<file path="config.mk">
export PLATFORM = sky130hd
export DESIGN_NAME = mem_access_stage_flat
export DESIGN_NICKNAME = d
export VERILOG_FILES = /design/src/rtl/mem_access_stage_if.sv /design/src/rtl/mem_access_stage.sv /design/src/flat_wrapper.sv
export SDC_FILE = /design/constraint.sdc
export NUM_CORES = 1
export LEC_CHECK = 0
export ABC_AREA = 1
export CAP_MARGIN = 25
export CORE_MARGIN = 2
export CORE_UTILIZATION = 45
export DETAILED_ROUTE_END_ITERATION = 8
export PLACE_DENSITY = 0.89
export SYNTH_ARGS = -nofsm -noshare
export SYNTH_HDL_FRONTEND = slang
export SYNTH_SLANG_ARGS = --single-unit
</file>
<file path="constraint.sdc">
create_clock -name clock -period 1.93 [get_ports clock]
set_input_delay 0.193 -clock clock [delete_from_list [all_inputs] [get_ports clock]]
set_output_delay 0.193 -clock clock [all_outputs]
set_load 0.1 [all_outputs]
</file>
<file path="src/rtl/mem_access_stage_if.sv">
// Bundles the execute-side, data-memory and writeback-side signals of the MEM stage.
// No logic and no latency: wires only.
// Backpressure travels on stall (to execute) and dmem_ready (from memory).
interface mem_access_stage_if;
   // execute side
   logic        ex_valid;
   logic [31:0] ex_alu_result;
   logic [31:0] ex_store_data;
   logic        ex_mem_read;
   logic        ex_mem_write;
   logic [1:0]  ex_size;
   logic        ex_unsigned;
   logic [4:0]  ex_rd;
   logic        ex_reg_write;
   logic        stall;
   // data memory side
   logic        dmem_req;
   logic        dmem_we;
   logic [31:0] dmem_addr;
   logic [3:0]  dmem_be;
   logic [31:0] dmem_wdata;
   logic [31:0] dmem_rdata;
   logic        dmem_ready;
   // writeback side
   logic [31:0] data_out_mem;
   logic [31:0] data_out_alu;
   logic        rw_d;
   logic [4:0]  wb_rd;
   logic        wb_reg_write;
   logic        wb_valid;
   logic        misalign_err;
   logic        bus_err;

   // stage view
   modport slave (
      input  ex_valid, ex_alu_result, ex_store_data, ex_mem_read, ex_mem_write,
             ex_size, ex_unsigned, ex_rd, ex_reg_write, dmem_rdata, dmem_ready,
      output stall, dmem_req, dmem_we, dmem_addr, dmem_be, dmem_wdata,
             data_out_mem, data_out_alu, rw_d, wb_rd, wb_reg_write, wb_valid,
             misalign_err, bus_err
   );

   // environment view (execute + memory + writeback)
   modport master (
      output ex_valid, ex_alu_result, ex_store_data, ex_mem_read, ex_mem_write,
             ex_size, ex_unsigned, ex_rd, ex_reg_write, dmem_rdata, dmem_ready,
      input  stall, dmem_req, dmem_we, dmem_addr, dmem_be, dmem_wdata,
             data_out_mem, data_out_alu, rw_d, wb_rd, wb_reg_write, wb_valid,
             misalign_err, bus_err
   );
endinterface

</file>
<file path="src/rtl/mem_access_stage.sv">
// MEM stage: aligns loads/stores onto a word-wide data memory and registers writeback inputs.
// Latency: ALU ops and misaligned ops 1 edge; memory ops 2 edges plus memory wait cycles.
// Backpressure: stall is high for every ACCESS cycle; the access aborts after TIMEOUT_CYCLES waits.
module mem_access_stage #(
   parameter int data_width     = 32,
   parameter int TIMEOUT_CYCLES = 16
) (
   input  logic               clock,
   input  logic               reset_n,
   mem_access_stage_if.slave  bus
);

   localparam int CW = $clog2(TIMEOUT_CYCLES + 1);

   typedef enum logic {IDLE, ACCESS} state_t;

   state_t state, state_nxt;

   // op fields captured on accept, held for the whole access
   logic [data_width-1:0] addr_q;
   logic [data_width-1:0] wdata_q;
   logic                  we_q;
   logic [1:0]            size_q;
   logic                  uns_q;
   logic [4:0]            rd_q;
   logic                  reg_write_q;

   logic [CW-1:0]         wait_cnt, wait_cnt_nxt;
   logic                  accept;

   // next values of the writeback registers
   logic [data_width-1:0] mem_d, alu_d;
   logic                  rw_d_d, reg_write_d, valid_d, misalign_d, bus_err_d;
   logic [4:0]            rd_d;

   logic                  is_mem_op, misaligned;
   logic [data_width-1:0] lane, load_val;

   assign is_mem_op = bus.ex_mem_read | bus.ex_mem_write;

   // illegal size counts as misaligned so it retires as an error too
   assign misaligned = (bus.ex_size == 2'b11) ||
                       (bus.ex_size == 2'b01 && bus.ex_alu_result[0]) ||
                       (bus.ex_size == 2'b10 && bus.ex_alu_result[1:0] != 2'b00);

   // selected lane shifted down to bit 0
   assign lane = bus.dmem_rdata >> {addr_q[1:0], 3'b000};

   // load extension by access size
   always_comb begin
      load_val = lane;
      case (size_q)
         2'b00:   load_val = uns_q ? {24'b0, lane[7:0]}   : {{24{lane[7]}}, lane[7:0]};
         2'b01:   load_val = uns_q ? {16'b0, lane[15:0]}  : {{16{lane[15]}}, lane[15:0]};
         default: load_val = lane;
      endcase
   end

   // memory-side outputs are driven only in ACCESS so they are 0 in reset and idle
   assign bus.stall     = (state == ACCESS);
   assign bus.dmem_req  = (state == ACCESS);
   assign bus.dmem_we   = (state == ACCESS) & we_q;
   assign bus.dmem_addr = (state == ACCESS) ? {addr_q[31:2], 2'b00} : '0;

   // byte enables and lane-replicated store data
   always_comb begin
      bus.dmem_be    = 4'b0000;
      bus.dmem_wdata = '0;
      if (state == ACCESS) begin
         case (size_q)
            2'b00: begin
               bus.dmem_be    = 4'b0001 << addr_q[1:0];
               bus.dmem_wdata = {4{wdata_q[7:0]}};
            end
            2'b01: begin
               bus.dmem_be    = 4'b0011 << addr_q[1:0];
               bus.dmem_wdata = {2{wdata_q[15:0]}};
            end
            default: begin
               bus.dmem_be    = 4'b1111;
               bus.dmem_wdata = wdata_q;
            end
         endcase
      end
   end

   // state register
   always_ff @(posedge clock or negedge reset_n) begin
      if (!reset_n) state <= IDLE;
      else          state <= state_nxt;
   end

   // next state, accept and retirement values
   always_comb begin
      state_nxt    = state;
      accept       = 1'b0;
      wait_cnt_nxt = wait_cnt;
      mem_d        = bus.data_out_mem;
      alu_d        = bus.data_out_alu;
      rw_d_d       = bus.rw_d;
      rd_d         = bus.wb_rd;
      reg_write_d  = 1'b0;
      valid_d      = 1'b0;
      misalign_d   = 1'b0;
      bus_err_d    = 1'b0;
      case (state)
         IDLE: begin
            if (bus.ex_valid) begin
               if (!is_mem_op) begin
                  valid_d     = 1'b1;
                  alu_d       = bus.ex_alu_result;
                  rw_d_d      = 1'b0;
                  rd_d        = bus.ex_rd;
                  reg_write_d = bus.ex_reg_write;
               end else if (misaligned) begin
                  valid_d    = 1'b1;
                  misalign_d = 1'b1;
                  alu_d      = bus.ex_alu_result;
                  rw_d_d     = 1'b0;
                  rd_d       = bus.ex_rd;
               end else begin
                  accept       = 1'b1;
                  wait_cnt_nxt = '0;
                  state_nxt    = ACCESS;
               end
            end
         end
         ACCESS: begin
            if (bus.dmem_ready) begin
               // completion wins over a timeout on the same edge
               state_nxt = IDLE;
               valid_d   = 1'b1;
               alu_d     = addr_q;
               rd_d      = rd_q;
               if (we_q) begin
                  rw_d_d = 1'b0;
               end else begin
                  mem_d       = load_val;
                  rw_d_d      = 1'b1;
                  reg_write_d = reg_write_q;
               end
            end else if (wait_cnt == CW'(TIMEOUT_CYCLES - 1)) begin
               state_nxt = IDLE;
               valid_d   = 1'b1;
               bus_err_d = 1'b1;
               alu_d     = addr_q;
               rw_d_d    = 1'b0;
               rd_d      = rd_q;
            end else begin
               wait_cnt_nxt = wait_cnt + 1'b1;
            end
         end
         default: state_nxt = IDLE;
      endcase
   end

   // wait counter
   always_ff @(posedge clock or negedge reset_n) begin
      if (!reset_n) wait_cnt <= '0;
      else          wait_cnt <= wait_cnt_nxt;
   end

   // capture op fields on accept
   always_ff @(posedge clock or negedge reset_n) begin
      if (!reset_n) begin
         addr_q      <= '0;
         wdata_q     <= '0;
         we_q        <= 1'b0;
         size_q      <= 2'b00;
         uns_q       <= 1'b0;
         rd_q        <= '0;
         reg_write_q <= 1'b0;
      end else if (accept) begin
         addr_q      <= bus.ex_alu_result;
         wdata_q     <= bus.ex_store_data;
         we_q        <= bus.ex_mem_write;
         size_q      <= bus.ex_size;
         uns_q       <= bus.ex_unsigned;
         rd_q        <= bus.ex_rd;
         reg_write_q <= bus.ex_reg_write;
      end
   end

   // writeback registers
   always_ff @(posedge clock or negedge reset_n) begin
      if (!reset_n) begin
         bus.data_out_mem <= '0;
         bus.data_out_alu <= '0;
         bus.rw_d         <= 1'b0;
         bus.wb_rd        <= '0;
         bus.wb_reg_write <= 1'b0;
         bus.wb_valid     <= 1'b0;
         bus.misalign_err <= 1'b0;
         bus.bus_err      <= 1'b0;
      end else begin
         bus.data_out_mem <= mem_d;
         bus.data_out_alu <= alu_d;
         bus.rw_d         <= rw_d_d;
         bus.wb_rd        <= rd_d;
         bus.wb_reg_write <= reg_write_d;
         bus.wb_valid     <= valid_d;
         bus.misalign_err <= misalign_d;
         bus.bus_err      <= bus_err_d;
      end
   end

endmodule
</file>
<file path="src/flat_wrapper.sv">
// flat-port wrapper written by rule: the top's interface ports become plain ports
module mem_access_stage_flat 
#(
   parameter int data_width     = 32,
   parameter int TIMEOUT_CYCLES = 16
)
  (clock, reset_n, bus_ex_valid, bus_ex_alu_result, bus_ex_store_data, bus_ex_mem_read, bus_ex_mem_write, bus_ex_size, bus_ex_unsigned, bus_ex_rd, bus_ex_reg_write, bus_dmem_rdata, bus_dmem_ready, bus_stall, bus_dmem_req, bus_dmem_we, bus_dmem_addr, bus_dmem_be, bus_dmem_wdata, bus_data_out_mem, bus_data_out_alu, bus_rw_d, bus_wb_rd, bus_wb_reg_write, bus_wb_valid, bus_misalign_err, bus_bus_err);
  mem_access_stage_if bus_i ();
  input  logic clock;
  input  logic reset_n;
  input wire logic [$bits(bus_i.ex_valid)-1:0] bus_ex_valid;
  input wire logic [$bits(bus_i.ex_alu_result)-1:0] bus_ex_alu_result;
  input wire logic [$bits(bus_i.ex_store_data)-1:0] bus_ex_store_data;
  input wire logic [$bits(bus_i.ex_mem_read)-1:0] bus_ex_mem_read;
  input wire logic [$bits(bus_i.ex_mem_write)-1:0] bus_ex_mem_write;
  input wire logic [$bits(bus_i.ex_size)-1:0] bus_ex_size;
  input wire logic [$bits(bus_i.ex_unsigned)-1:0] bus_ex_unsigned;
  input wire logic [$bits(bus_i.ex_rd)-1:0] bus_ex_rd;
  input wire logic [$bits(bus_i.ex_reg_write)-1:0] bus_ex_reg_write;
  input wire logic [$bits(bus_i.dmem_rdata)-1:0] bus_dmem_rdata;
  input wire logic [$bits(bus_i.dmem_ready)-1:0] bus_dmem_ready;
  output wire logic [$bits(bus_i.stall)-1:0] bus_stall;
  output wire logic [$bits(bus_i.dmem_req)-1:0] bus_dmem_req;
  output wire logic [$bits(bus_i.dmem_we)-1:0] bus_dmem_we;
  output wire logic [$bits(bus_i.dmem_addr)-1:0] bus_dmem_addr;
  output wire logic [$bits(bus_i.dmem_be)-1:0] bus_dmem_be;
  output wire logic [$bits(bus_i.dmem_wdata)-1:0] bus_dmem_wdata;
  output wire logic [$bits(bus_i.data_out_mem)-1:0] bus_data_out_mem;
  output wire logic [$bits(bus_i.data_out_alu)-1:0] bus_data_out_alu;
  output wire logic [$bits(bus_i.rw_d)-1:0] bus_rw_d;
  output wire logic [$bits(bus_i.wb_rd)-1:0] bus_wb_rd;
  output wire logic [$bits(bus_i.wb_reg_write)-1:0] bus_wb_reg_write;
  output wire logic [$bits(bus_i.wb_valid)-1:0] bus_wb_valid;
  output wire logic [$bits(bus_i.misalign_err)-1:0] bus_misalign_err;
  output wire logic [$bits(bus_i.bus_err)-1:0] bus_bus_err;
  assign bus_i.ex_valid = bus_ex_valid;
  assign bus_i.ex_alu_result = bus_ex_alu_result;
  assign bus_i.ex_store_data = bus_ex_store_data;
  assign bus_i.ex_mem_read = bus_ex_mem_read;
  assign bus_i.ex_mem_write = bus_ex_mem_write;
  assign bus_i.ex_size = bus_ex_size;
  assign bus_i.ex_unsigned = bus_ex_unsigned;
  assign bus_i.ex_rd = bus_ex_rd;
  assign bus_i.ex_reg_write = bus_ex_reg_write;
  assign bus_i.dmem_rdata = bus_dmem_rdata;
  assign bus_i.dmem_ready = bus_dmem_ready;
  assign bus_stall = bus_i.stall;
  assign bus_dmem_req = bus_i.dmem_req;
  assign bus_dmem_we = bus_i.dmem_we;
  assign bus_dmem_addr = bus_i.dmem_addr;
  assign bus_dmem_be = bus_i.dmem_be;
  assign bus_dmem_wdata = bus_i.dmem_wdata;
  assign bus_data_out_mem = bus_i.data_out_mem;
  assign bus_data_out_alu = bus_i.data_out_alu;
  assign bus_rw_d = bus_i.rw_d;
  assign bus_wb_rd = bus_i.wb_rd;
  assign bus_wb_reg_write = bus_i.wb_reg_write;
  assign bus_wb_valid = bus_i.wb_valid;
  assign bus_misalign_err = bus_i.misalign_err;
  assign bus_bus_err = bus_i.bus_err;
  mem_access_stage #(.data_width(data_width), .TIMEOUT_CYCLES(TIMEOUT_CYCLES)) u_core (.clock(clock), .reset_n(reset_n), .bus(bus_i));
endmodule
</file>
Yosys cells after proc, flatten, opt, wreduce, memory -nomap -nowiden
Index checks and enable logic that the tools add are counted.
{"block": "classes", "addsub": 1, "eq_ne": 12, "shifts": 3, "n_mux": 56, "n_bitwise": 4, "n_reduce_logical": 9}
{"operator": "$mux W32", "n": 9}
{"operator": "$pmux W32 S2", "n": 3}
{"operator": "$mux W5", "n": 10}
{"operator": "$shr A32 B5 Y32", "n": 1}
{"operator": "$mux W1", "n": 26}
{"operator": "$pmux W5 S2", "n": 2}
{"operator": "$ne A2 B2 Y1 const B", "n": 4}
{"operator": "$pmux W1 S2", "n": 4}
{"operator": "$pmux W4 S2", "n": 1}
{"operator": "$ne A3 B3 Y1 const B", "n": 2}
{"operator": "$reduce_and A3 Y1", "n": 2}
{"operator": "$add A5 B1 Y5 const B", "n": 1}
{"operator": "$eq A5 B4 Y1 const B", "n": 1}
{"operator": "$reduce_and A5 Y1", "n": 1}
{"operator": "$eq A2 B1 Y1 const B", "n": 2}
{"operator": "$eq A2 B2 Y1 const B", "n": 2}
{"operator": "$mux W4", "n": 1}
{"operator": "$shl A1 B2 Y4 const A", "n": 1}
{"operator": "$shl A2 B2 Y4 const A", "n": 1}
{"operator": "$logic_and A1 B1 Y1", "n": 2}
{"operator": "$logic_not A2 Y1", "n": 1}
{"operator": "$logic_or A1 B1 Y1", "n": 2}
{"operator": "$ne A2 B1 Y1 const B", "n": 1}
{"operator": "$not A1 Y1", "n": 2}
{"operator": "other kinds (3)", "n": 3}
{"block": "word_totals", "ff_bits": 154, "inputBits": 111, "output_inout_bits": 145}

Longest topological paths before layout
Gate-level depths: netlist (run 1).
{"block": "logic_depth", "depth_word": 8, "depth_mapped": 11}

Least setup slack after synthesis (run 1)
Ideal clock, no wire load.
{"block": "synth_timing", "kind": "flip-flop to output port", "from": "reg u_core.state (netlist: u_core.bus.dmem_req)", "to": "out bus_dmem_be[3]", "arrival_ns": 3.651, "path_slack_ns": -1.914, "path_stages_with_launch": 5, "path_cell_list": "dfrtp_1 buf_4 buf_2 nand2_1 o21ai_0"}
{"block": "synth_via", "elab_chain_cells": 1}
{"item": "start: declaration", "line": "mem_access_stage.sv:17", "source": "state_t state, state_nxt;"}
{"item": "start signal: assignment", "line": "mem_access_stage.sv:90", "source": "else state <= state_nxt;"}
{"item": "$mux W4", "line": "mem_access_stage.sv:69", "source": "if (state == ACCESS) begin"}
{"item": "end: declaration", "line": "flat_wrapper.sv:26", "source": "output wire logic [$bits(bus_i.dmem_be)-1:0] bus_dmem_be;"}
No other way between the ends.

Worst setup path in the final report (run 1)
{"block": "layout_timing", "from": "reg u_core.size_q[1]", "to": "out bus_dmem_wdata[31]"}
{"block": "layout_via", "elab_chain_cells": 3, "word_cells_on_any_way": 4}
{"item": "start: declaration", "line": "mem_access_stage.sv:23", "source": "logic [1:0] size_q;"}
{"item": "start signal: assignment", "line": "mem_access_stage.sv:177", "source": "size_q <= bus.ex_size;"}
{"item": "$eq A2 B1 Y1 / $logic_not A2 Y1 (equally long branches)", "line": "mem_access_stage.sv:70", "source": "case (size_q)"}
{"item": "$pmux W32 S2 (*)", "line": "mem_access_stage.sv:70"}
{"item": "$mux W32 (*)", "line": "mem_access_stage.sv:69"}
{"item": "end: declaration", "line": "flat_wrapper.sv:27", "source": "output wire logic [$bits(bus_i.dmem_wdata)-1:0] bus_dmem_wdata;"}
Every way passes the cells marked *; elsewhere a longest branch is shown, timed or not.

==> results of run 1 <==
-- cells in the final DEF, fill, tap and decap left out, drive strengths merged, types with 2 or more instances in the layout --
| master | count |
|---|---|
| clkinvlp | 18 |
| bufinv | 3 |
| o211ai | 7 |
| ha | 2 |
| dfrtp | 154 |
| conb | 2 |
| clkdlybuf4s50 | 109 |
| nor3b | 2 |
| nand3 | 128 |
| nor2 | 42 |
| or2 | 23 |
| o22ai | 16 |
| inv | 113 |
| buf | 196 |
| nand2 | 369 |
| a21oi | 19 |
| diode | 2 |
| nor3 | 4 |
| clkinv | 6 |
| o21ai | 89 |
| clkbuf | 22 |
-- worst min path at each step --
| stage | slack (ns) | endpoint | start | cells past startpoint |
|---|---|---|---|---|
| finish | 0.19 | u_core.addr_q[22] | reset_n | 2 |
| global route | 0.21 | u_core.addr_q[22] | reset_n | 2 |
| global placement | 0.07 | u_core.addr_q[22] | reset_n | 1 |
| floorplan | -0.10 | u_core.addr_q[0] | reset_n | 0 |
| CTS | 0.18 | u_core.addr_q[22] | reset_n | 2 |
| detailed placement | 0.07 | u_core.addr_q[22] | reset_n | 1 |
-- flip-flops by register name (all words and copies together) (netlist names) --
signal	flops
u_core.bus.rw_d	1
u_core.wait_cnt	5
u_core.uns_q	1
u_core.reg_write_q	1
u_core.bus.misalign_err	1
u_core.bus.bus_err	1
u_core.size_q	2
u_core.bus.data_out_mem	32
u_core.bus.data_out_alu	32
u_core.bus.wb_rd	5
u_core.bus.dmem_req	1
u_core.bus.wb_valid	1
u_core.addr_q	32
u_core.rd_q	5
u_core.we_q	1
u_core.bus.wb_reg_write	1
u_core.wdata_q	32
-- layer usage --
metal	up-vias	GRT usage (%)	routed length, um
met5	-	0	0
met4	0	15.80	1294
met3	96	5.705	1844
met2	433	47.28	13290
met1	3879	34.25	10070
li1	3828	-	-
-- final cells by class --
class	instances	area share, %
antenna	2	0.03992
clock buffer	19	3.533
clock inverter	13	1.327
inverter	127	4.342
multi-input combinational	705	28.29
sequential	154	30.78
tap	225	2.246
timing repair buffer	309	29.44
-- Yosys cell counts --
cell type  count  area [um2]
nand2_2        3       18.77
dfrtp_1      154        3854
o21ai_0       48       240.2
nand2_1      365        1370
a21oi_1       19       95.09
clkbuf_1      22       82.58
nand3_1      127       635.6
nor2_1        40       150.1
buf_2         31       155.2
ha_1           2       25.02
o31ai_1        1       7.510
inv_2          5       18.77
o22ai_1       16       100.1
conb_1         1       3.750
buf_6          3       33.78
nor2_4         2       22.52
nand2_4        1       11.26
nand3_2        1       10.01
xor2_1         1       8.760
inv_1        120       450.4
or2_2         23       143.9
o21ai_1       41       205.2
nor3b_1        2       15.01
buf_1          1       3.750
clkinv_1       2       7.510
o211ai_1       7       52.55
buf_4         10       75.07
nor3_4         1       16.27
nor3_1         3       15.01
-- what timing repair did --
item | 4_1_cts | 5_1_grt
hold endpoints to repair | 154 | 0
pin swaps | 13 | 2
gates cloned | 0 | 3
setup endpoints to repair | 30 | 98
gates resized for setup | 60 | 12
hold buffers | 1 | 0
buffers inserted | 12 | 4
-- stage by stage --
| stage | TNS [ns] | std cells | instance area (um2) | hold WS (ns) | power (mW) |
|---|---|---|---|---|---|
| final | -0.3599 | 1554 | 12540 | 0.1902 | 19.45 |
| after global routing | -1.581 | 1554 | 12540 | 0.2128 | 20.21 |
| after CTS | -0.5359 | 1545 | 12370 | 0.1847 | 19.31 |
| after detailed placement | 0 | 1500 | 11500 | 0.06539 | 15.56 |
| after global placement | 0 | 1500 | 11500 | 0.06663 | 15.34 |
| after floorplan | -4.030 | 1053 | 8179 | -0.1026 | 12.61 |
-- report_power, final --
part | switching, mW | internal [mW]
registers | 0.707 | 4.20
logic | 8.15 | 2.92
clock network | 1.39 | 2.08
-- cells by family (layout without fill, tap and decap cells) --
logic type | after synthesis | after routing
other | 1 | 4
adder cells (fa/ha/maj) | 2 | 2
flip-flops | 154 | 154
AO/OA/AOI/OAI | 132 | 132
XOR/XNOR | 1 | 1
AND/OR/NAND/NOR | 568 | 568
buffers and inverters | 194 | 468
-- worst max-delay path, stage by stage, from the launching register on --
cell and delay [ns]:
dfrtp_1 0.44, inv_4 0.12, nand2_8 0.11, buf_8 0.15, o22ai_4 0.09, nor3_4 0.24, buf_12 0.20
==> flow_metrics.py, run 1 <==
metrics = {
    "synth": {
        "synthesis.area_mm2": 0.007828,
        "synth-xor-area-share_pct": 0.1119,
        "synth-simple-area-share_pct": 30.77,
        "syn_avg_cell_area_um2": 7.441,
        "synthAdderAreaFrac_pct": 0.3197,
        "yosysSeqAreaShare_pct": 49.23,
        "synthCells": 1052,
        "synth_top_family_by_area": "simple AND/OR/NAND/NOR gates",
        "synth.distinct_cells": 29,
        "synth_compound_area_share_pct": 8.951,
        "synth-warning-count": 0,
        "ys_ff_latch": 154,
        "synth_mux_area_share_pct": 0,
    },
    "drt": {
        "ant_nets": 0,
        "totalWireLength_um": 26500,
        "vias": 8236,
        "wl_per_cell_um": 17.05,
        "drtIter0Drc": 734,
        "dr.pass1.iters": 6,
        "vias_per_cell": 5.300,
        "drc": 0,
    },
    "clock_network": {
        "ctsHtreeMaxLevel": 4,
        "path_clk_slew_ns": 0.06,
        "cts_root_buf": "clkbuf_16",
        "cts_tree": "done",
        "clk_latency_ns": 0.42,
        "cts.path.max_buffers": 2,
        "clock_sinks": 154,
        "cts_buffers": 17,
    },
    "global_routing": {
        "gr-total-overflow": 0,
        "grt_pass1_wl_um": 40930,
        "antenna_found_initial": 2,
        "grt_start_max_net_pins": 73,
        "grt_pass1_vias": 8152,
        "grt.total_usage_pct": 28.28,
    },
    "run_status": {
        "outcome": "finished with violations",
        "violations": "setup timing",
    },
    "timing": {
        "skew_ns": 0.006373,
        "post-route-period-util_pct": 102.4,
        "setup_slack_ns": -0.04698,
        "setup_viol": 14,
        "drv_slew": 0,
        "rsz0062_at_grt": "true",
        "hold_viol": 0,
        "fmaxAchievable_ghz": 0.5058,
        "min_period_ns": 1.977,
    },
    "power": {
        "irDropWorstVdd_mv": 1.457,
        "power.density_mw_per_mm2": 1552,
        "leakagePower_nw": 6.292,
    },
    "setup_path": {
        "worst-r2r-setup-slack_ns": 0.08,
        "crit_end": "bus_dmem_wdata[31]",
        "cp-end-kind": "primary output",
        "rr_worst_depth": 10,
        "crit_fanout": 10,
        "cp-startpoint": "u_core.size_q[1]",
        "cp-start-kind": "flip-flop",
        "cp_data_arrival_time_ns": 1.78,
        "criticalPathCategory": "reg2out",
        "critPathRequiredTime_ns": 1.74,
        "r2r-end": "u_core.bus.rw_d",
        "timing.rr.start": "u_core.wait_cnt[1]",
    },
    "cells_and_area": {
        "syn_to_final_growth_pct": 60.15,
        "seq_area_mm2": 0.003859,
        "drive_gt1_share_pct": 26.60,
        "multi_input_area_mm2": 0.003546,
        "final_util_pct": 72.98,
        "nNetsFinal": 1427,
        "n_fill_cell": 1221,
    },
    "die": {
        "core_mm2": 0.01718,
        "dieArea_mm2": 0.01847,
        "io_pins": 256,
        "initial_core_util_pct": 45.57,
        "std_cell_rows": 48,
        "die_h_um": 135.9,
        "die_w_um": 135.9,
    },
    "placed_design": {
        "portBuffers": 253,
        "pre_cts_slack_ns": 0.01607,
        "gp_congestion": 0.8673,
        "dp_hpwl_um": 17810,
    },
    "min_path": {
        "hp-class": "in2async",
    },
    "job": {
        "drv_cap": 0,
    },
}
Note: power is estimated with default switching activity, not from simulation.
==> run 2, diff against run 1 <==
Settings changed: ABC_AREA 1 to default, CORE_ASPECT_RATIO from default to 0.6.
Clock period 1.93 ns to 2 ns, I/O delays scaled along.
==> run 2 against run 1 <==
Against the previous run:
- the run still ends with setup timing left
- critical path type is now reg2reg
- first-iteration DRC count shrank 36%
- clock skew rose by 0.0054 ns
- clock power rose by 1%
- worst setup slack lost 0.0083 ns
- design area shrank 2.0%
- sequential share of layout area grew 0.66 points
- global-route usage is 1.9 points lower
- clock-buffer cell count decreased by 1
- non-clock buffer count down 10
- register-to-register slack lost 0.14 ns
==> flow_metrics.py, run 2 <==
metrics = {
    "setup_path": {
        "path_buf_inv": 1,
        "crit_fanout": 9,
        "cp-end-kind": "flip-flop",
        "slowest_stage": "dfrtp_1",
        "crit_family": "flip-flops",
        "criticalPathCategory": "reg2reg",
        "critPathRequiredTime_ns": 2.31,
        "cp_data_arrival_time_ns": 2.37,
        "cp-start-kind": "flip-flop",
        "cp_slowest_stage_delay_ns": 0.39,
        "crit_chain": "ha_2 > and3_4 > ha_4 > nor3b_4 > nor2_2 > o31a_4 > buf_8 > mux2_2",
    },
    "power": {
        "leakagePower_nw": 5.455,
        "irDropWorstVdd_mv": 1.073,
        "power.density_mw_per_mm2": 1608,
        "power_mw": 19.74,
    },
    "clock_network": {
        "path_clk_slew_ns": 0.07,
        "cts_root_buf": "clkbuf_16",
        "ctsHtreeMaxLevel": 4,
        "cts_tree": "done",
        "cts_buffers": 17,
        "clock_sinks": 154,
        "cts.path.max_buffers": 2,
        "clk_latency_ns": 0.42,
    },
    "cells_and_area": {
        "layout_common_cells": "150 x dfrtp_1, 126 x mux2_2, 109 x clkdlybuf4s50_1, 103 x buf_4, 74 x buf_12",
        "n_fill_cell": 998,
        "final_common_cell": "dfrtp_1",
        "multi_input_area_mm2": 0.003946,
        "nNetsFinal": 1027,
        "final-instance-count-excl-fill": 1155,
        "syn_to_final_growth_pct": 61.76,
        "seq_area_mm2": 0.003861,
        "diodes": 0,
        "drive_gt1_share_pct": 50.27,
    },
    "synth": {
        "yosysSeqAreaShare_pct": 50.77,
        "synthesis.area_mm2": 0.007591,
        "synth_top_area_share_pct": 50.77,
        "synthCells": 644,
        "synth_edf_count": 0,
        "synth-warning-count": 0,
        "synth_area_leaders": "dfrtp_1 51%, mux2_2 23%, and2_1 4.6%, mux2i_1 4.4%, nand2_1 2.2%",
        "ys_ff_latch": 154,
        "synthTopCellsByCount": "156 x mux2_2, 154 x dfrtp_1, 56 x and2_1",
        "synthArstFlopShare_pct": 100.0,
        "syn_avg_cell_area_um2": 11.79,
        "yosys.area.top_type": "dfrtp_1",
        "synth_most_common_cell": "mux2_2",
        "yosys_most_used_dff": "dfrtp_1",
        "synth.distinct_cells": 39,
    },
    "drt": {
        "ant_nets": 0,
        "totalWireLength_um": 25320,
        "vias": 6364,
        "drtIter0Drc": 472,
        "dr.pass1.iters": 5,
        "vias_per_cell": 5.510,
        "drc": 0,
        "wl_per_cell_um": 21.92,
    },
    "timing": {
        "relSlewSlack_pct": 65.80,
        "tightest_slew_ns": 0.5119,
        "fmaxAchievable_ghz": 0.4866,
        "post-route-period-util_pct": 102.8,
        "min_period_ns": 2.055,
        "finalSetupTns_ns": -0.8832,
        "skew_ns": 0.01178,
        "hold_viol": 0,
        "rsz0062_at_grt": "true",
        "setup_slack_ns": -0.05526,
        "setup_viol": 35,
        "drv_slew": 0,
    },
    "global_routing": {
        "antenna_found_initial": 1,
        "grt_pass1_wl_um": 36380,
        "grt.total_usage_pct": 26.41,
        "gr-total-overflow": 0,
        "grt_pass1_vias": 6609,
        "grt_start_max_net_pins": 50,
    },
    "die": {
        "die_w_um": 171.7,
        "dieArea_mm2": 0.01796,
        "initial_core_util_pct": 46.43,
        "io_pins": 256,
        "core_mm2": 0.01635,
        "std_cell_rows": 36,
        "die_h_um": 104.6,
    },
    "run_status": {
        "violations": "setup timing",
        "outcome": "finished with violations",
    },
    "placed_design": {
        "portBuffers": 253,
        "place_inst": 1112,
        "dp_hpwl_um": 17010,
        "gp_congestion": 0.8411,
    },
    "min_path": {
        "hp-class": "in2async",
    },
    "job": {
        "drv_cap": 0,
    },
}
## run 2: changes by cell type after synthesis, sizes merged, moves of 21 or more
cell,delta
nand2,-324
or2,-22
buf,-21
mux2i,+33
inv,-123
mux2,+156
nand3,-111
and2,+56
o21ai,-63
## run 2: layer usage
layer  share of wire (%)  up-vias  track usage [%]
met5                   0        -                0
met3                 8.9       45            9.129
met2                  49      288            43.49
met4                 2.4        0            7.809
met1                  40     3242            32.81
li1                    -     2789                -
## run 2: stage by stage
step / setup slack, ns / utilization, % / hold WS (ns) / area, um2
final: -0.05526 / 75.10 / 0.2884 / 12280
after global routing: -0.1005 / 75.10 / 0.3223 / 12280
after CTS: -0.05451 / 73.29 / 0.3022 / 11980
after detailed placement: -0.1272 / 69.04 / 0.1681 / 11290
after global placement: -0.02998 / 69.04 / 0.1681 / 11290
after floorplan: -0.06094 / - / -0.09559 / 7858
## run 2: path summary, 6_finish.rpt
path                                             from                          end  slack [ns]  cells after the start
max                                u_core.wait_cnt[1]  u_core.bus.data_out_alu[20]       -0.06                      8
min                                           reset_n   u_core.bus.data_out_mem[2]        0.29                      2
max reg2reg                        u_core.wait_cnt[1]  u_core.bus.data_out_alu[20]       -0.06                      8
min reg2reg                u_core.bus.data_out_mem[4]   u_core.bus.data_out_mem[4]        0.49                      2
max in group asynchronous                     reset_n   u_core.bus.data_out_alu[6]        0.98                      3
min in group clock               bus_ex_store_data[5]            u_core.wdata_q[5]        0.39                      2
## run 2: cell families (layout without fill, tap and decap cells)
| logic type | after synthesis | count (layout) | synth area share, % |
|---|---|---|---|
| and+or+nand+nor | 176 | 176 | 12.13 |
| DFF | 154 | 154 | 50.77 |
| xor gates and xnor gates | 2 | 2 | 0.2308 |
| AOI/OAI and AO/OA | 68 | 68 | 5.736 |
| buffers and inverters | 51 | 333 | 2.967 |
| adders and majority gates | 2 | 2 | 0.3296 |
| muxes | 190 | 190 | 27.79 |
| other | 1 | 2 | 0.04940 |
## run 2: report_power, final
| group | internal (mW) | switching (mW) | leakage, nW |
|---|---|---|---|
| registers | 4.14 | 0.826 | 1.86 |
| logic | 3.41 | 7.83 | 3.28 |
| clock network | 2.06 | 1.48 | 0.314 |
## run 2: what timing repair did
action | in CTS | in global routing
cloned | 0 | 6
setup endpoints to repair | 65 | 55
pin swaps | 0 | 4
buffers inserted | 2 | 2
hold buffers | 1 | 0
resized for setup | 11 | 45
endpoints found under the hold margin | 42 | 0
## run 2: area by class of cell
cell class              count  area share (%)
clock buffers              18           3.577
multi-input cells         440           32.14
inverters                   2         0.06114
well taps                 228           2.323
clock inverters            14           1.600
flip-flops and latches    154           31.44
repair buffers            299           28.86
==> edit 1: new RTL, settings of run 1 <==
`TIMEOUT_CYCLES` is set to 16 in 2 places; all go to 32.
--- a/src/rtl/mem_access_stage.sv
+++ b/src/rtl/mem_access_stage.sv
@@ -5,3 +5,3 @@
    parameter int data_width     = 32,
-   parameter int TIMEOUT_CYCLES = 16
+   parameter int TIMEOUT_CYCLES = 32
 ) (
--- a/src/flat_wrapper.sv
+++ b/src/flat_wrapper.sv
@@ -4,3 +4,3 @@
    parameter int data_width     = 32,
-   parameter int TIMEOUT_CYCLES = 16
+   parameter int TIMEOUT_CYCLES = 32
 )
Function: same outputs for any inputs over 4 cycles, from zero or initial values and one cycle with reset_n low; that may be too few to reach the edited logic, so the function may still have changed.
==> edit 1 against run 1 <==
The flow still finishes with violations (setup timing); first-iteration DRC count fell by 13%; setup slack got worse by 11 ps; register-to-register slack got worse by 20 ps; sequential cell count rose by 1; cell area rose by 2.4%; fmax fell by 0.55%; die area rose by 1.4%; total power rose by 1.1%; wire length rose by 1.5%; critical path depth did not move; clock skew rose by 2.7 ps; synthesized area rose by 1.5%; synthesized cell count rose by 1.3%.
==> edit 1: results (changes against run 1) <==
synth top area cells = dfrtp_1, nand2_1, nand3_1 (unchanged)
footprint of the multi-input gates = 3730 um^2 (was 3550 um^2)
initial antenna violation count = 0 (was 2)
PwrDens = 1530 nW/um^2 (was 1550 nW/um^2)
status = complete, but fails checks (unchanged)
switching power total = 10300 uW (about the same)
clk tree area frac = 4.91% (was 4.86%)
Non-CTS inverters = 124 (was 127)
Post-CTS Setup Repair Bufs = 14 (was 12)
xor/xnor share of the synthesized area = 0.221% (was 0.112%)
crit path to = bus_dmem_wdata[22] (was bus_dmem_wdata[31])
routed vias/inst = 5.37 (was 5.30)
final setup fails = 10 (was 14)
met3 WL post-DR = 2280 um (was 1840 um)
Fin Hold WS = 265 ps (was 190 ps)
Gates resized, CTS repair = 44 (was 60)
Detailed Place HPWL = 18600 um (was 17800 um)
Tot GR Track Use = 29.3% (was 28.3%)
buffer share of cell area = 28.5% (was 29.4%)
synthesized instance count = 1066 (was 1052)
Fillers = 1158 (was 1221)
Setup WS pre-CTS = 86.9 ps (was 16.1 ps)
iteration-0 DRC count of the detailed router = 642 (was 734)
reg2reg setup slack = 60 ps (was 80 ps)
flops & latches, synth = 155 (was 154)
total power = 19700 uW (was 19500 uW)
slowest CP cell = dfrtp_4 (was dfrtp_1)
vias in the first global route = 8349 (was 8152)
placed cell areas = 11700 um^2 (was 11500 um^2)
Distinct cells, synth = 32 (was 29)
most frequent cells after synthesis = nand2_1, dfrtp_1, inv_1 (was nand2_1, dfrtp_1, nand3_1)
share of layout cells above drive strength 1 = 28.4% (was 26.6%)
placed insts = 1506 (was 1500)
routing usage on met2 = 50.0% (was 47.3%)
Worst VDD drop = 1510 uV (was 1460 uV)
Non-clk bufs = 310 (was 309)
clock network power = 3630 uW (was 3480 uW)
routability cong. = 0.909 (was 0.867)
share of the synthesized area in the top cell type = 48.8% (was 49.2%)
Final WS setup = -57.8 ps (was -47.0 ps)
depth of the most critical reg-to-reg path = 7 (was 10)
comb_multi_in = 715 (was 705)
# diodes = 0 (was 2)
DR WL/cell = 17.2 um (was 17.1 um)
failing checks = setup timing (unchanged)
via count = 8383 (was 8236)
==> edit 1: changes by cell type in the layout (fill, tap and decap cells not counted), sizes merged, moves of 2 or more <==
cell	run 1	this run
clkinvlp	18	46
nand2	369	374
nor3b	2	0
inv	113	80
nand3	128	97
diode	2	0
nand4	0	38
clkbuf	22	19
buf	196	200
==> edit 1: cell families (layout without fill, tap and decap cells) <==
group / after synthesis / after routing
adder cells (fa/ha/maj): 1 / 1
flip-flops: 155 / 155
AO/OA/AOI/OAI: 132 / 132
buffers and inverters: 197 / 466
other: 1 / 2
AND/OR/NAND/NOR: 578 / 578
XOR/XNOR: 2 / 2
==> edit 1: how the worst min path moves through the flow <==
stage	startpoint	cells after the start	end
final	reset_n	2	u_core.wdata_q[19]
after detailed placement	reset_n	1	u_core.wdata_q[19]
after global routing	reset_n	2	u_core.wdata_q[18]
after CTS	reset_n	2	u_core.wdata_q[5]
after floorplan	reset_n	0	u_core.addr_q[0]
after global placement	reset_n	1	u_core.wdata_q[18]
==> edit 2: new RTL, config.mk and constraints of run 1 <==
Without the edit above. Reset style: synchronous (`reset_n`), changed in 4 clocked blocks.
--- a/src/rtl/mem_access_stage.sv
+++ b/src/rtl/mem_access_stage.sv
@@ -87,3 +87,3 @@
    // state register
-   always_ff @(posedge clock or negedge reset_n) begin
+   always_ff @(posedge clock) begin
       if (!reset_n) state <= IDLE;
@@ -157,3 +157,3 @@
    // wait counter
-   always_ff @(posedge clock or negedge reset_n) begin
+   always_ff @(posedge clock) begin
       if (!reset_n) wait_cnt <= '0;
@@ -163,3 +163,3 @@
    // capture op fields on accept
-   always_ff @(posedge clock or negedge reset_n) begin
+   always_ff @(posedge clock) begin
       if (!reset_n) begin
@@ -184,3 +184,3 @@
    // writeback registers
-   always_ff @(posedge clock or negedge reset_n) begin
+   always_ff @(posedge clock) begin
       if (!reset_n) begin
Check against the original RTL: differs if reset_n is asserted again (counterexample within 4 cycles, from zero or initial values and one cycle with reset_n low); with reset_n held inactive, the same outputs for 4 cycles.
==> edit 2 against run 1 <==
The flow still finishes with violations (setup timing); highest routed layer unchanged; setup slack better by 2.3 ps; register-to-register slack worse by 120 ps; final cell count is 6.2% higher; largest cell class is now multi-input combinational cells; cell area is 0.17% lower; critical path type is now reg -> reg; wire length is 12% higher; die area is 1.2% lower; synthesized area is 1.3% lower; non-clock buffer count is 3 lower; core utilization is 2.0 points higher; sequential cell count stayed put; via count is 12% higher; synthesized cell count is 12% higher; fmax is 0.12% higher.
Power is not compared: it rests on default switching activity, and its combinational part moved more than twofold at a synthesized area within 25%.
==> edit 2: results (changes against run 1) <==
status = complete, but fails checks (unchanged)
failing checks = setup timing (unchanged)
first-pass GRT wire length = 44500 um (was 40900 um)
most frequent cells after synthesis = nand2_1, nor2_1, dfxtp_1 (was nand2_1, dfrtp_1, nand3_1)
Non-clk bufs = 306 (was 309)
Fillers = 1096 (was 1221)
Final WS setup = -44.6 ps (was -47.0 ps)
synthesized instance count = 1181 (was 1052)
Max Clock Skew = 9.79 ps (was 6.37 ps)
crit path to = u_core.bus.data_out_alu[31] (was bus_dmem_wdata[31])
clk tree area frac = 5.00% (was 4.86%)
met3 Track Usage GR = 8.18% (was 5.70%)
Crit path largest cell delay = 370 ps (was 440 ps)
met3 WL post-DR = 2900 um (was 1840 um)
Worst setup startpoint = u_core.wait_cnt[0] (was u_core.size_q[1])
Max FO, Critical Path = 9 (was 10)
routability cong. = 0.920 (was 0.867)
CP delay by family, top = simple AND/OR/NAND/NOR gates (was buffers and inverters)
routed vias/inst = 5.58 (was 5.30)
final setup fails = 5 (was 14)
slowest CP cell = dfxtp_2 (was dfrtp_1)
share of layout cells above drive strength 1 = 24.4% (was 26.6%)
total routed wirelength = 29800 um (was 26500 um)
Fin Hold WS = 283 ps (was 190 ps)
vias in the first global route = 8700 (was 8152)
Distinct cells, synth = 34 (was 29)
==> edit 2: power groups by stage <==
stage          clock (uW)  combinational (uW)  sequential (uW)
2_1_floorplan           0                1140             4320
3_3_place_gp            0                2690             3560
3_5_place_dp            0                2730             3560
4_1_cts              3630                2820             3490
5_1_grt              3760                3070             3510
6_report             3630                2930             3500
==> edit 2: repair_timing <==
action                                  in CTS  in global routing
pin swaps                                    2                  8
endpoints found under the setup margin      84                 60
gates resized for setup                     27                 16
endpoints found under the hold margin        0                  0
setup buffers                                6                  4
gates cloned                                 2                  4
==> edit 2: kinds of logic (layout without fill, tap and decap cells) <==
group,count (synthesis),in the layout,share of synthesized area [%]
flops,154,154,39.9
other cells,1,4,0.0485
fa+ha+maj,2,2,0.324
compound gates,158,158,11.4
buf+inv,212,459,12.5
simple gates,654,654,35.9
==> edit 2: worst min-delay path: stages <==
cell	delay, ps
buf_2	100
inv_2	150
nor2_1	140
nand2_1	50
inv_1	40
